--- src/rtl/gcn_schedule_ctrl_if.sv ---
// Handshake bundle between the GCN schedule controller and its datapath.
// Carries start/done status, memory read strobes, MAC control and result writes.
interface gcn_schedule_ctrl_if #(
    parameter int FEATURE_ROWS    = 6,
    parameter int WEIGHT_COLS     = 3,
    parameter int ADDRESS_WIDTH   = 13,
    parameter int COO_NUM_OF_COLS = 6
);
    localparam int RW = (FEATURE_ROWS > 1) ? $clog2(FEATURE_ROWS) : 1;
    localparam int CW = (WEIGHT_COLS > 1) ? $clog2(WEIGHT_COLS) : 1;
    localparam int KW = (COO_NUM_OF_COLS > 1) ? $clog2(COO_NUM_OF_COLS) : 1;

    logic                     start;
    logic                     mac_done;
    logic                     enable_read;
    logic [ADDRESS_WIDTH-1:0] read_address;
    logic                     load_weight;
    logic                     load_feature;
    logic                     mac_start;
    logic                     wr_en;
    logic [RW-1:0]            wr_row;
    logic [CW-1:0]            wr_col;
    logic [KW-1:0]            coo_address;
    logic                     coo_valid;
    logic                     busy;
    logic                     done;

    modport master (
        input  start, mac_done,
        output enable_read, read_address, load_weight, load_feature,
        output mac_start, wr_en, wr_row, wr_col,
        output coo_address, coo_valid, busy, done
    );

    modport slave (
        output start, mac_done,
        input  enable_read, read_address, load_weight, load_feature,
        input  mac_start, wr_en, wr_row, wr_col,
        input  coo_address, coo_valid, busy, done
    );
endinterface

--- src/rtl/gcn_schedule_ctrl.sv ---
// GCN layer scheduler: walks weight columns x feature rows through the MAC,
// then sweeps the COO edge list. All outputs are registered from next state.
module gcn_schedule_ctrl #(
    parameter int FEATURE_ROWS    = 6,
    parameter int WEIGHT_COLS     = 3,
    parameter int ADDRESS_WIDTH   = 13,
    parameter int FEATURE_BASE    = 512,
    parameter int COO_NUM_OF_COLS = 6
) (
    input  logic                clk,
    input  logic                reset,
    gcn_schedule_ctrl_if.master bus
);
    localparam int RW = (FEATURE_ROWS > 1) ? $clog2(FEATURE_ROWS) : 1;
    localparam int CW = (WEIGHT_COLS > 1) ? $clog2(WEIGHT_COLS) : 1;
    localparam int KW = (COO_NUM_OF_COLS > 1) ? $clog2(COO_NUM_OF_COLS) : 1;

    localparam logic [RW-1:0] F_LAST = RW'(FEATURE_ROWS - 1);
    localparam logic [CW-1:0] W_LAST = CW'(WEIGHT_COLS - 1);
    localparam logic [KW-1:0] C_LAST = KW'(COO_NUM_OF_COLS - 1);

    typedef enum logic [3:0] {
        IDLE, RD_W, LD_W, RD_F, LD_F, MAC, WAIT, WR, AGG, DONE
    } state_t;

    state_t        state, state_d;
    logic [CW-1:0] w, w_d;
    logic [RW-1:0] f, f_d;
    logic [KW-1:0] c, c_d;

    logic                     en_rd_d, en_rd_q;
    logic [ADDRESS_WIDTH-1:0] addr_d, addr_q;
    logic                     ld_w_d, ld_w_q;
    logic                     ld_f_d, ld_f_q;
    logic                     mac_d, mac_q;
    logic                     wr_d, wr_q;
    logic [RW-1:0]            row_d, row_q;
    logic [CW-1:0]            col_d, col_q;
    logic [KW-1:0]            coo_d, coo_q;
    logic                     cv_d, cv_q;
    logic                     busy_d, busy_q;
    logic                     done_d, done_q;

    always_comb begin
        state_d = state;
        w_d     = w;
        f_d     = f;
        c_d     = c;
        unique case (state)
            IDLE: begin
                if (bus.start) begin
                    state_d = RD_W;
                    w_d     = '0;
                    f_d     = '0;
                end
            end
            RD_W: state_d = LD_W;
            LD_W: state_d = RD_F;
            RD_F: state_d = LD_F;
            LD_F: state_d = MAC;
            MAC:  state_d = WAIT;
            WAIT: if (bus.mac_done) state_d = WR;
            WR: begin
                if (f != F_LAST) begin
                    f_d     = f + 1'b1;
                    state_d = RD_F;
                end else begin
                    f_d = '0;
                    if (w != W_LAST) begin
                        w_d     = w + 1'b1;
                        state_d = RD_W;
                    end else begin
                        c_d     = '0;
                        state_d = AGG;
                    end
                end
            end
            AGG: begin
                if (c == C_LAST) state_d = DONE;
                else             c_d = c + 1'b1;
            end
            DONE: if (!bus.start) state_d = IDLE;
            default: state_d = IDLE;
        endcase
    end

    // Decode from the upcoming state so outputs land in the same cycle as it.
    always_comb begin
        en_rd_d = 1'b0;
        addr_d  = '0;
        ld_w_d  = 1'b0;
        ld_f_d  = 1'b0;
        mac_d   = 1'b0;
        wr_d    = 1'b0;
        row_d   = '0;
        col_d   = '0;
        coo_d   = '0;
        cv_d    = 1'b0;
        busy_d  = (state_d != IDLE) && (state_d != DONE);
        done_d  = 1'b0;
        unique case (state_d)
            RD_W: begin
                en_rd_d = 1'b1;
                addr_d  = ADDRESS_WIDTH'(w_d);
            end
            LD_W: ld_w_d = 1'b1;
            RD_F: begin
                en_rd_d = 1'b1;
                addr_d  = ADDRESS_WIDTH'(FEATURE_BASE)
                        + ADDRESS_WIDTH'(f_d);
            end
            LD_F: ld_f_d = 1'b1;
            MAC:  mac_d  = 1'b1;
            WR: begin
                wr_d  = 1'b1;
                row_d = f_d;
                col_d = w_d;
            end
            AGG: begin
                cv_d  = 1'b1;
                coo_d = c_d;
            end
            DONE: done_d = 1'b1;
            default: ;
        endcase
    end

    always_ff @(posedge clk) begin
        if (reset) begin
            state   <= IDLE;
            w       <= '0;
            f       <= '0;
            c       <= '0;
            en_rd_q <= 1'b0;
            addr_q  <= '0;
            ld_w_q  <= 1'b0;
            ld_f_q  <= 1'b0;
            mac_q   <= 1'b0;
            wr_q    <= 1'b0;
            row_q   <= '0;
            col_q   <= '0;
            coo_q   <= '0;
            cv_q    <= 1'b0;
            busy_q  <= 1'b0;
            done_q  <= 1'b0;
        end else begin
            state   <= state_d;
            w       <= w_d;
            f       <= f_d;
            c       <= c_d;
            en_rd_q <= en_rd_d;
            addr_q  <= addr_d;
            ld_w_q  <= ld_w_d;
            ld_f_q  <= ld_f_d;
            mac_q   <= mac_d;
            wr_q    <= wr_d;
            row_q   <= row_d;
            col_q   <= col_d;
            coo_q   <= coo_d;
            cv_q    <= cv_d;
            busy_q  <= busy_d;
            done_q  <= done_d;
        end
    end

    assign bus.enable_read  = en_rd_q;
    assign bus.read_address = addr_q;
    assign bus.load_weight  = ld_w_q;
    assign bus.load_feature = ld_f_q;
    assign bus.mac_start    = mac_q;
    assign bus.wr_en        = wr_q;
    assign bus.wr_row       = row_q;
    assign bus.wr_col       = col_q;
    assign bus.coo_address  = coo_q;
    assign bus.coo_valid    = cv_q;
    assign bus.busy         = busy_q;
    assign bus.done         = done_q;
endmodule

--- src/flat_wrapper.sv ---
// flat-port wrapper written by rule: the top's interface ports become plain ports
module gcn_schedule_ctrl_flat 
#(
    parameter int FEATURE_ROWS    = 6,
    parameter int WEIGHT_COLS     = 3,
    parameter int ADDRESS_WIDTH   = 13,
    parameter int FEATURE_BASE    = 512,
    parameter int COO_NUM_OF_COLS = 6
)
  (clk, reset, bus_start, bus_mac_done, bus_enable_read, bus_read_address, bus_load_weight, bus_load_feature, bus_mac_start, bus_wr_en, bus_wr_row, bus_wr_col, bus_coo_address, bus_coo_valid, bus_busy, bus_done);
  gcn_schedule_ctrl_if #(.FEATURE_ROWS(FEATURE_ROWS), .WEIGHT_COLS(WEIGHT_COLS), .ADDRESS_WIDTH(ADDRESS_WIDTH), .COO_NUM_OF_COLS(COO_NUM_OF_COLS)) bus_i ();
  input  logic clk;
  input  logic reset;
  input wire logic [$bits(bus_i.start)-1:0] bus_start;
  input wire logic [$bits(bus_i.mac_done)-1:0] bus_mac_done;
  output wire logic [$bits(bus_i.enable_read)-1:0] bus_enable_read;
  output wire logic [$bits(bus_i.read_address)-1:0] bus_read_address;
  output wire logic [$bits(bus_i.load_weight)-1:0] bus_load_weight;
  output wire logic [$bits(bus_i.load_feature)-1:0] bus_load_feature;
  output wire logic [$bits(bus_i.mac_start)-1:0] bus_mac_start;
  output wire logic [$bits(bus_i.wr_en)-1:0] bus_wr_en;
  output wire logic [$bits(bus_i.wr_row)-1:0] bus_wr_row;
  output wire logic [$bits(bus_i.wr_col)-1:0] bus_wr_col;
  output wire logic [$bits(bus_i.coo_address)-1:0] bus_coo_address;
  output wire logic [$bits(bus_i.coo_valid)-1:0] bus_coo_valid;
  output wire logic [$bits(bus_i.busy)-1:0] bus_busy;
  output wire logic [$bits(bus_i.done)-1:0] bus_done;
  assign bus_i.start = bus_start;
  assign bus_i.mac_done = bus_mac_done;
  assign bus_enable_read = bus_i.enable_read;
  assign bus_read_address = bus_i.read_address;
  assign bus_load_weight = bus_i.load_weight;
  assign bus_load_feature = bus_i.load_feature;
  assign bus_mac_start = bus_i.mac_start;
  assign bus_wr_en = bus_i.wr_en;
  assign bus_wr_row = bus_i.wr_row;
  assign bus_wr_col = bus_i.wr_col;
  assign bus_coo_address = bus_i.coo_address;
  assign bus_coo_valid = bus_i.coo_valid;
  assign bus_busy = bus_i.busy;
  assign bus_done = bus_i.done;
  gcn_schedule_ctrl #(.FEATURE_ROWS(FEATURE_ROWS), .WEIGHT_COLS(WEIGHT_COLS), .ADDRESS_WIDTH(ADDRESS_WIDTH), .FEATURE_BASE(FEATURE_BASE), .COO_NUM_OF_COLS(COO_NUM_OF_COLS)) u_core (.clk(clk), .reset(reset), .bus(bus_i));
endmodule
--- config.mk ---
export PLATFORM = sky130hd
export DESIGN_NAME = gcn_schedule_ctrl_flat
export DESIGN_NICKNAME = d
export VERILOG_FILES = /design/src/rtl/gcn_schedule_ctrl_if.sv /design/src/rtl/gcn_schedule_ctrl.sv /design/src/flat_wrapper.sv
export SDC_FILE = /design/constraint.sdc
export NUM_CORES = 1
export LEC_CHECK = 0
export ABC_AREA = 1
export BUFFER_PORTS_ARGS = -buffer_cell sky130_fd_sc_hd__buf_2
export CAP_MARGIN = 0
export CORE_ASPECT_RATIO = 0.5
export CORE_UTILIZATION = 41
export DETAILED_ROUTE_END_ITERATION = 8
export HOLD_SLACK_MARGIN = 0.1
export REMOVE_ABC_BUFFERS = 1
export SYNTH_ARGS = -nofsm -noshare
export SYNTH_HDL_FRONTEND = slang
export SYNTH_SLANG_ARGS = --single-unit
--- constraint.sdc ---
create_clock -name clk -period 1.8 [get_ports clk]
set_input_delay 0.36 -clock clk [delete_from_list [all_inputs] [get_ports clk]]
set_output_delay 0.36 -clock clk [all_outputs]
set_load 0.05 [all_outputs]
==> impl_metrics.csv, run 1 <==
group,metric,value,unit
clocking,postCtsResizedCells,0,
floorplanning,rows,14,
power_and_ir_drop,seq_power_share,0.481,
sta,hold_violations,0,
floorplanning,dieArea,3600,µm²
power_and_ir_drop,leakage,0.000808,µW
power_and_ir_drop,switching_share,0.297,
detailed_routing,drc,3,
worst_setup_path,r2r-end,"u_core.bus.read_address[0]",
worst_setup_path,cp.required,1.98,ns
detailed_routing,via_count,1153,
worst_setup_path,startpoint,"u_core.state[0]",
clocking,cts_buffer_depth,2,
run,cap_violations,0,
worst_setup_path,end_kind,"flop",
detailed_routing,ant_nets,0,
yosys,yosysUniqueCellTypes,26,
power_and_ir_drop,p_per_area,978,nW/µm²
sta,finalCritPeriodShare,0.894,
floorplanning,core_area,3100,µm²
clocking,numClockSinks,32,
worst_setup_path,cpPeakStageDelay,0.35,ns
finish,fillers,305,
detailed_routing,drt_iter0_drc,54,
global_routing,grt_max_degree,15,
sta,finalCriticalPeriod,1.61,ns
global_routing,overflow,0,
global_routing,grt_pass1_wl,4360,µm
clocking,insertion_delay,0.28,ns
finish,fin_cells,246,
yosys,synth-async-reset-ratio,0,
yosys,ys.flop_type,"dfxtp_1",
yosys,synth_commonest_cells,"33 x nand2_1, 32 x dfxtp_1, 25 x inv_1, 25 x nor2_1",
sta,slew_violations,0,
sta,skew,0.00634,ns
sta,rsz0062_at_grt,"false",
yosys,seq_area_frac_synth,0.466,
floorplanning,initial_core_util,0.444,
yosys,synth_top_area_frac,0.466,
worst_setup_path,setup.worst_path.end,"u_core.bus.read_address[0]",
finish,syn_to_final_growth,15.6,%
worst_hold_path,hp-class,"in2reg",
power_and_ir_drop,p_comb_frac,0.158,
detailed_routing,drtPass1Iterations,8,
sta,setup_viol,0,
clocking,cts.hold.buffers_added,0,
floorplanning,ioPinCount,33,
yosys,post-synth-top-count-cell,"nand2_1",
detailed_routing,vias_per_cell,4.69,
placement,io_buffers,23,
placement,dp_hpwl,1940,µm
clocking,cts.htree.levels,2,
finish,diodes,0,
global_routing,antenna_found_initial,0,
finish,drive_gt1_frac,0.204,
worst_setup_path,rr_worst_depth,8,
worst_setup_path,cp-start-kind,"flop",
yosys,synth_edf_count,0,
detailed_routing,wirelength,2670,µm
power_and_ir_drop,p_sw,461,µW
sta,clock.fmax,621,MHz
finish,fin_nets,213,
global_routing,grt_pass1_vias,988,
detailed_routing,wl_per_cell,10.9,µm
worst_setup_path,reg2reg_from,"u_core.state[0]",
worst_setup_path,slowest_stage,"dfxtp_1",
floorplanning,fp.dieW,83.9,µm
clocking,clk_pin_slew_worst_paths,0.07,ns
worst_setup_path,cpMostUsedCell,"nand2_1",
floorplanning,fp.dieH,43.0,µm
yosys,synth-warning-count,0,
global_routing,grt_usage,0.165,
yosys,synth-seq-cells,32,
yosys,syn_area,1380,µm²
worst_setup_path,crit_chain,"nor2_2, nand3_1, nand2_1, nand2_1, a21boi_1, nor2_1, nand2_1, nand2_1",
placement,gp_congestion,0.994,
yosys,syn_inst,177,
clocking,root_buffer,"clkbuf_8",
worst_setup_path,path_max_fanout,7,
power_and_ir_drop,clkPwrFrac,0.362,
yosys,yosysTopAreaCell,"dfxtp_1",
status,outcome,"complete, but fails checks",
clocking,numCtsBuffers,5,
power_and_ir_drop,peakVddDrop,0.000290,V
clocking,cts_tree,"yes",
power_and_ir_drop,p_int,1090,µW
sta,setup_tns,0,ns
status,violations,"DRC",
clocking,post-cts-setup-buffers,0,
placement,place_inst,238,
worst_setup_path,setup.worst_path.class,"reg2reg",
worst_setup_path,arrival,1.79,ns
yosys,synthTopCellsByArea,"dfxtp_1 47%, nand2_1 9.0%, inv_1 6.8%",
yosys,synth_area_per_cell,7.77,µm²
worst_setup_path,reg2reg_slack,0.19,ns
-- layout by cell type, fill, tap and decap left out, drive strengths merged, types with 2 or more instances in the layout --
cell type and count:
o211ai 2, nand3 10, a21boi 2, conb 9, nand4 3, dfxtp 32
nor2 31, clkbuf 8, ha 4, inv 27, o21ai 4, a21oi 9
buf 23, nand2 35
-- how the worst min path moves through the flow --
stage | cells after the start | slack, ns | start | endpoint
global route | 2 | 0.44 | reset | u_core.c[2]
CTS | 2 | 0.43 | reset | u_core.c[2]
detailed placement | 2 | 0.52 | u_core.w[0] | u_core.bus.wr_col[0]
finish | 2 | 0.43 | reset | u_core.f[2]
floorplan | 1 | 0.43 | reset | u_core.state[3]
global placement | 2 | 0.50 | u_core.w[0] | u_core.bus.wr_col[0]
-- state kept, by name, indices dropped and copies added, names as in the netlist --
register,count
u_core.bus.read_address,4
u_core.state,4
u_core.bus.coo_address,3
u_core.bus.wr_row,3
u_core.c,3
u_core.f,3
u_core.bus.wr_col,2
u_core.w,2
u_core.bus.busy,1
u_core.bus.coo_valid,1
u_core.bus.done,1
u_core.bus.enable_read,1
u_core.bus.load_feature,1
u_core.bus.load_weight,1
u_core.bus.mac_start,1
u_core.bus.wr_en,1
-- power groups by stage --
| stage | sequential, µW | clock [µW] | combinational [µW] |
|---|---|---|---|
| CTS | 747 | 574 | 245 |
| floorplan | 816 | 0 | 143 |
| detailed placement | 763 | 0 | 243 |
| finish | 747 | 562 | 245 |
| global route | 749 | 605 | 264 |
| global placement | 762 | 0 | 244 |
-- critical path: cells and delay by family (launching register included) --
kind	cells	cell delay, ns
AOI/OAI and AO/OA	1	0.21
DFF	1	0.35
and+or+nand+nor	7	0.96
-- metal layers --
layer	vias to the layer above	part of all wire	wire length, µm	global-route usage
li1	588	-	-	-
met1	525	0.51	1370	0.205
met2	37	0.43	1160	0.251
met3	3	0.041	109	0.0603
met4	0	0.012	33	0.0931
met5	-	0	0	0
-- through the flow --
step / cell area [µm²] / total power, µW / setup WS, ns / hold WS, ns / util
after floorplan: 1330 / 959 / 0.494 / 0.429 / -
after global placement: 1500 / 1010 / 0.219 / 0.499 / 0.483
after detailed placement: 1500 / 1010 / 0.253 / 0.515 / 0.483
after CTS: 1590 / 1570 / 0.242 / 0.427 / 0.513
after global routing: 1590 / 1620 / 0.0955 / 0.442 / 0.513
final: 1590 / 1550 / 0.190 / 0.433 / 0.513
-- final cells by class --
cell class | instances | area [µm²] | area share
clock buffer | 8 | 90.1 | 0.0567
inverter | 27 | 101 | 0.0638
multi-input combinational | 116 | 592 | 0.372
sequential | 32 | 641 | 0.403
tap | 40 | 50.0 | 0.0315
timing repair buffer | 23 | 115 | 0.0724
-- logic make-up after synthesis --
group                      count (synthesis)  synth area share
other                                      1           0.00273
AOI/OAI and AO/OA                         19            0.0828
adders and majority gates                  4            0.0364
buffers and inverters                     37             0.126
xor gates and xnor gates                   1           0.00637
and+or+nand+nor                           83             0.280
DFF                                       32             0.466
Power figures use the tool's default switching activity.
==> inputs of run 2 (changes only) <==
- RECOVER_POWER: default -> 50
==> run 2 against run 1 <==
The run still ends with DRC left. Design area fell by 1.7%. Routed wire length rose by 0.37%. Global-route usage did not move. Worst hold slack improved by 0.0032 ns. Flip-flop and latch count did not move. Final cell count did not move. Count of clock-buffer cells in the layout did not move. Sequential power barely moved. Power fell by 0.46%. Clock skew barely moved. Setup slack got worse by 0.012 ns. Combinational power fell by 2%. Critical path type unchanged.
==> impl_metrics.csv, run 2 (same netlist as run 1, synthesis figures left out) <==
group,metric,value,unit
sta,skew,0.00647,ns
floorplanning,fp.dieW,83.9,µm
placement,gp_congestion,0.994,
detailed_routing,vias_per_cell,4.69,
detailed_routing,drtPass1Iterations,6,
detailed_routing,routedLengthMet1,1380,µm
power_and_ir_drop,p_per_area,991,nW/µm²
placement,io_buffers,23,
finish,drive_gt1_frac,0.102,
clocking,cts.hold.buffers_added,0,
finish,multiInputGateArea,589,µm²
floorplanning,dieArea,3600,µm²
finish,ff_latch_area,641,µm²
run,cap_violations,0,
sta,finalCritPeriodShare,0.901,
detailed_routing,drt_iter0_drc,55,
power_and_ir_drop,p_int,1090,µW
clocking,numCtsBuffers,5,
finish,syn_to_final_growth,13.6,%
detailed_routing,via_count,1154,
worst_setup_path,cp-start-kind,"flop",
floorplanning,core_area,3100,µm²
detailed_routing,drc,4,
worst_setup_path,cp.depth,8,
power_and_ir_drop,p_sw,459,µW
worst_setup_path,cpPeakStageDelay,0.41,ns
power_and_ir_drop,seq_power_share,0.483,
clocking,insertion_delay,0.28,ns
worst_setup_path,reg2reg_from,"u_core.state[1]",
clocking,postCtsResizedCells,0,
finish,fin_cells,246,
worst_setup_path,reg2reg_slack,0.18,ns
placement,place_inst,238,
finish,mostFrequentLayoutCell,"nand2_1",
status,outcome,"complete, but fails checks",
sta,setup_tns,0,ns
detailed_routing,wl_met2,1090,µm
worst_hold_path,min_from,"reset",
worst_setup_path,critical_path.top_delay_family,"simple AND/OR/NAND/NOR gates",
power_and_ir_drop,leakage,0.000722,µW
worst_setup_path,startpoint,"u_core.state[1]",
floorplanning,fp.dieH,43.0,µm
clocking,clk_pin_slew_worst_paths,0.07,ns
clocking,cts_buffer_depth,2,
detailed_routing,highest_layer,"met4",
clocking,numClockSinks,32,
worst_setup_path,end_kind,"flop",
global_routing,grt_usage,0.165,
finish,fillers,316,
power_and_ir_drop,peakVddDrop,0.000289,V
sta,rsz0062_at_grt,"false",
sta,tightestPinTransition,0.597,ns
clocking,cts_tree,"yes",
clocking,cts.htree.levels,2,
sta,slew_violations,0,
worst_hold_path,hp-class,"in2reg",
finish,fin_nets,213,
detailed_routing,wirelength,2680,µm
detailed_routing,wl_per_cell,10.9,µm
worst_setup_path,slowest_stage,"dfxtp_1",
floorplanning,initial_core_util,0.444,
placement,dp_hpwl,1940,µm
sta,finalCriticalPeriod,1.62,ns
sta,max-slew-margin-rel,0.604,
power_and_ir_drop,switching_share,0.296,
global_routing,grt_pass1_wl,4360,µm
floorplanning,rows,14,
detailed_routing,ant_nets,0,
global_routing,grt_pass1_vias,988,
global_routing,grt_max_degree,15,
worst_setup_path,setup.worst_path.class,"reg2reg",
detailed_routing,wl_met3,163,µm
worst_setup_path,critPathBufInv,1,
sta,clock.fmax,616,MHz
worst_setup_path,cpMostUsedCell,"nand2_1",
sta,setup_viol,0,
clocking,post-cts-setup-buffers,0,
finish,diodes,0,
clocking,root_buffer,"clkbuf_8",
global_routing,overflow,0,
power_and_ir_drop,p_comb_frac,0.155,
floorplanning,ioPinCount,33,
worst_setup_path,rr_worst_depth,8,
global_routing,antenna_found_initial,0,
worst_setup_path,crit_chain,"nand2_1, nor2_1, nand2_1, o31ai_2, nand2_1, inv_1, nand3_1, nor2_1",
status,violations,"DRC",
finish,final_cell_mix,"33 x nand2_1, 32 x dfxtp_1, 26 x nor2_1, 25 x inv_1, 22 x clkbuf_1",
worst_setup_path,arrival,1.84,ns
worst_setup_path,cp.required,2.02,ns
sta,hold_violations,0,
power_and_ir_drop,clkPwrFrac,0.362,
worst_hold_path,hold_path_depth,2,
worst_setup_path,path_max_fanout,5,
-- run 2: cell count changes in the layout (fill, tap and decap cells not counted) --
cell	before	now
clkbuf_1	2	22
buf_2	23	3
nor2_2	3	2
nor2_1	25	26
-- run 2: worst paths after layout --
check                               end
max          u_core.bus.read_address[2]
min                         u_core.f[2]
max reg2reg  u_core.bus.read_address[2]
min reg2reg        u_core.bus.wr_col[0]
-- run 2: cell type report --
class / instances / area share
well taps: 40 / 0.0321
clock buffers: 8 / 0.0577
repair buffers: 23 / 0.0577
multi-input cells: 116 / 0.377
flip-flops and latches: 32 / 0.410
inverters: 27 / 0.0649
-- run 2: power groups by stage --
| stage | Clock (µW) | Sequential, µW | Combinational (µW) |
|---|---|---|---|
| floorplan | 0 | 816 | 143 |
| global placement | 0 | 762 | 244 |
| detailed placement | 0 | 763 | 243 |
| CTS | 574 | 747 | 245 |
| global route | 605 | 749 | 259 |
| finish | 560 | 748 | 240 |
-- run 2: worst reg2reg max path, cell delays in order, from the launching register on --
cell     delay [ns]
dfxtp_1        0.41
nand2_1        0.15
nor2_1         0.28
nand2_1        0.15
o31ai_2        0.13
nand2_1        0.12
inv_1          0.11
nand3_1        0.11
nor2_1         0.10
-- run 2: metrics by stage --
step,worst slack [ns],hold slack (ns),area [µm²],utilization,power [µW]
after global routing,0.0806,0.442,1560,0.504,1610
after detailed placement,0.253,0.515,1500,0.483,1010
after floorplan,0.494,0.429,1330,-,959
final,0.178,0.436,1560,0.504,1550
after global placement,0.219,0.499,1500,0.483,1010
after CTS,0.242,0.427,1590,0.513,1570
-- run 2: metal layers --
| metal | up-vias | global-route usage |
|---|---|---|
| met4 | 0 | 0.0931 |
| met3 | 5 | 0.0603 |
| li1 | 591 | - |
| met2 | 38 | 0.251 |
| met5 | - | 0 |
| met1 | 520 | 0.205 |
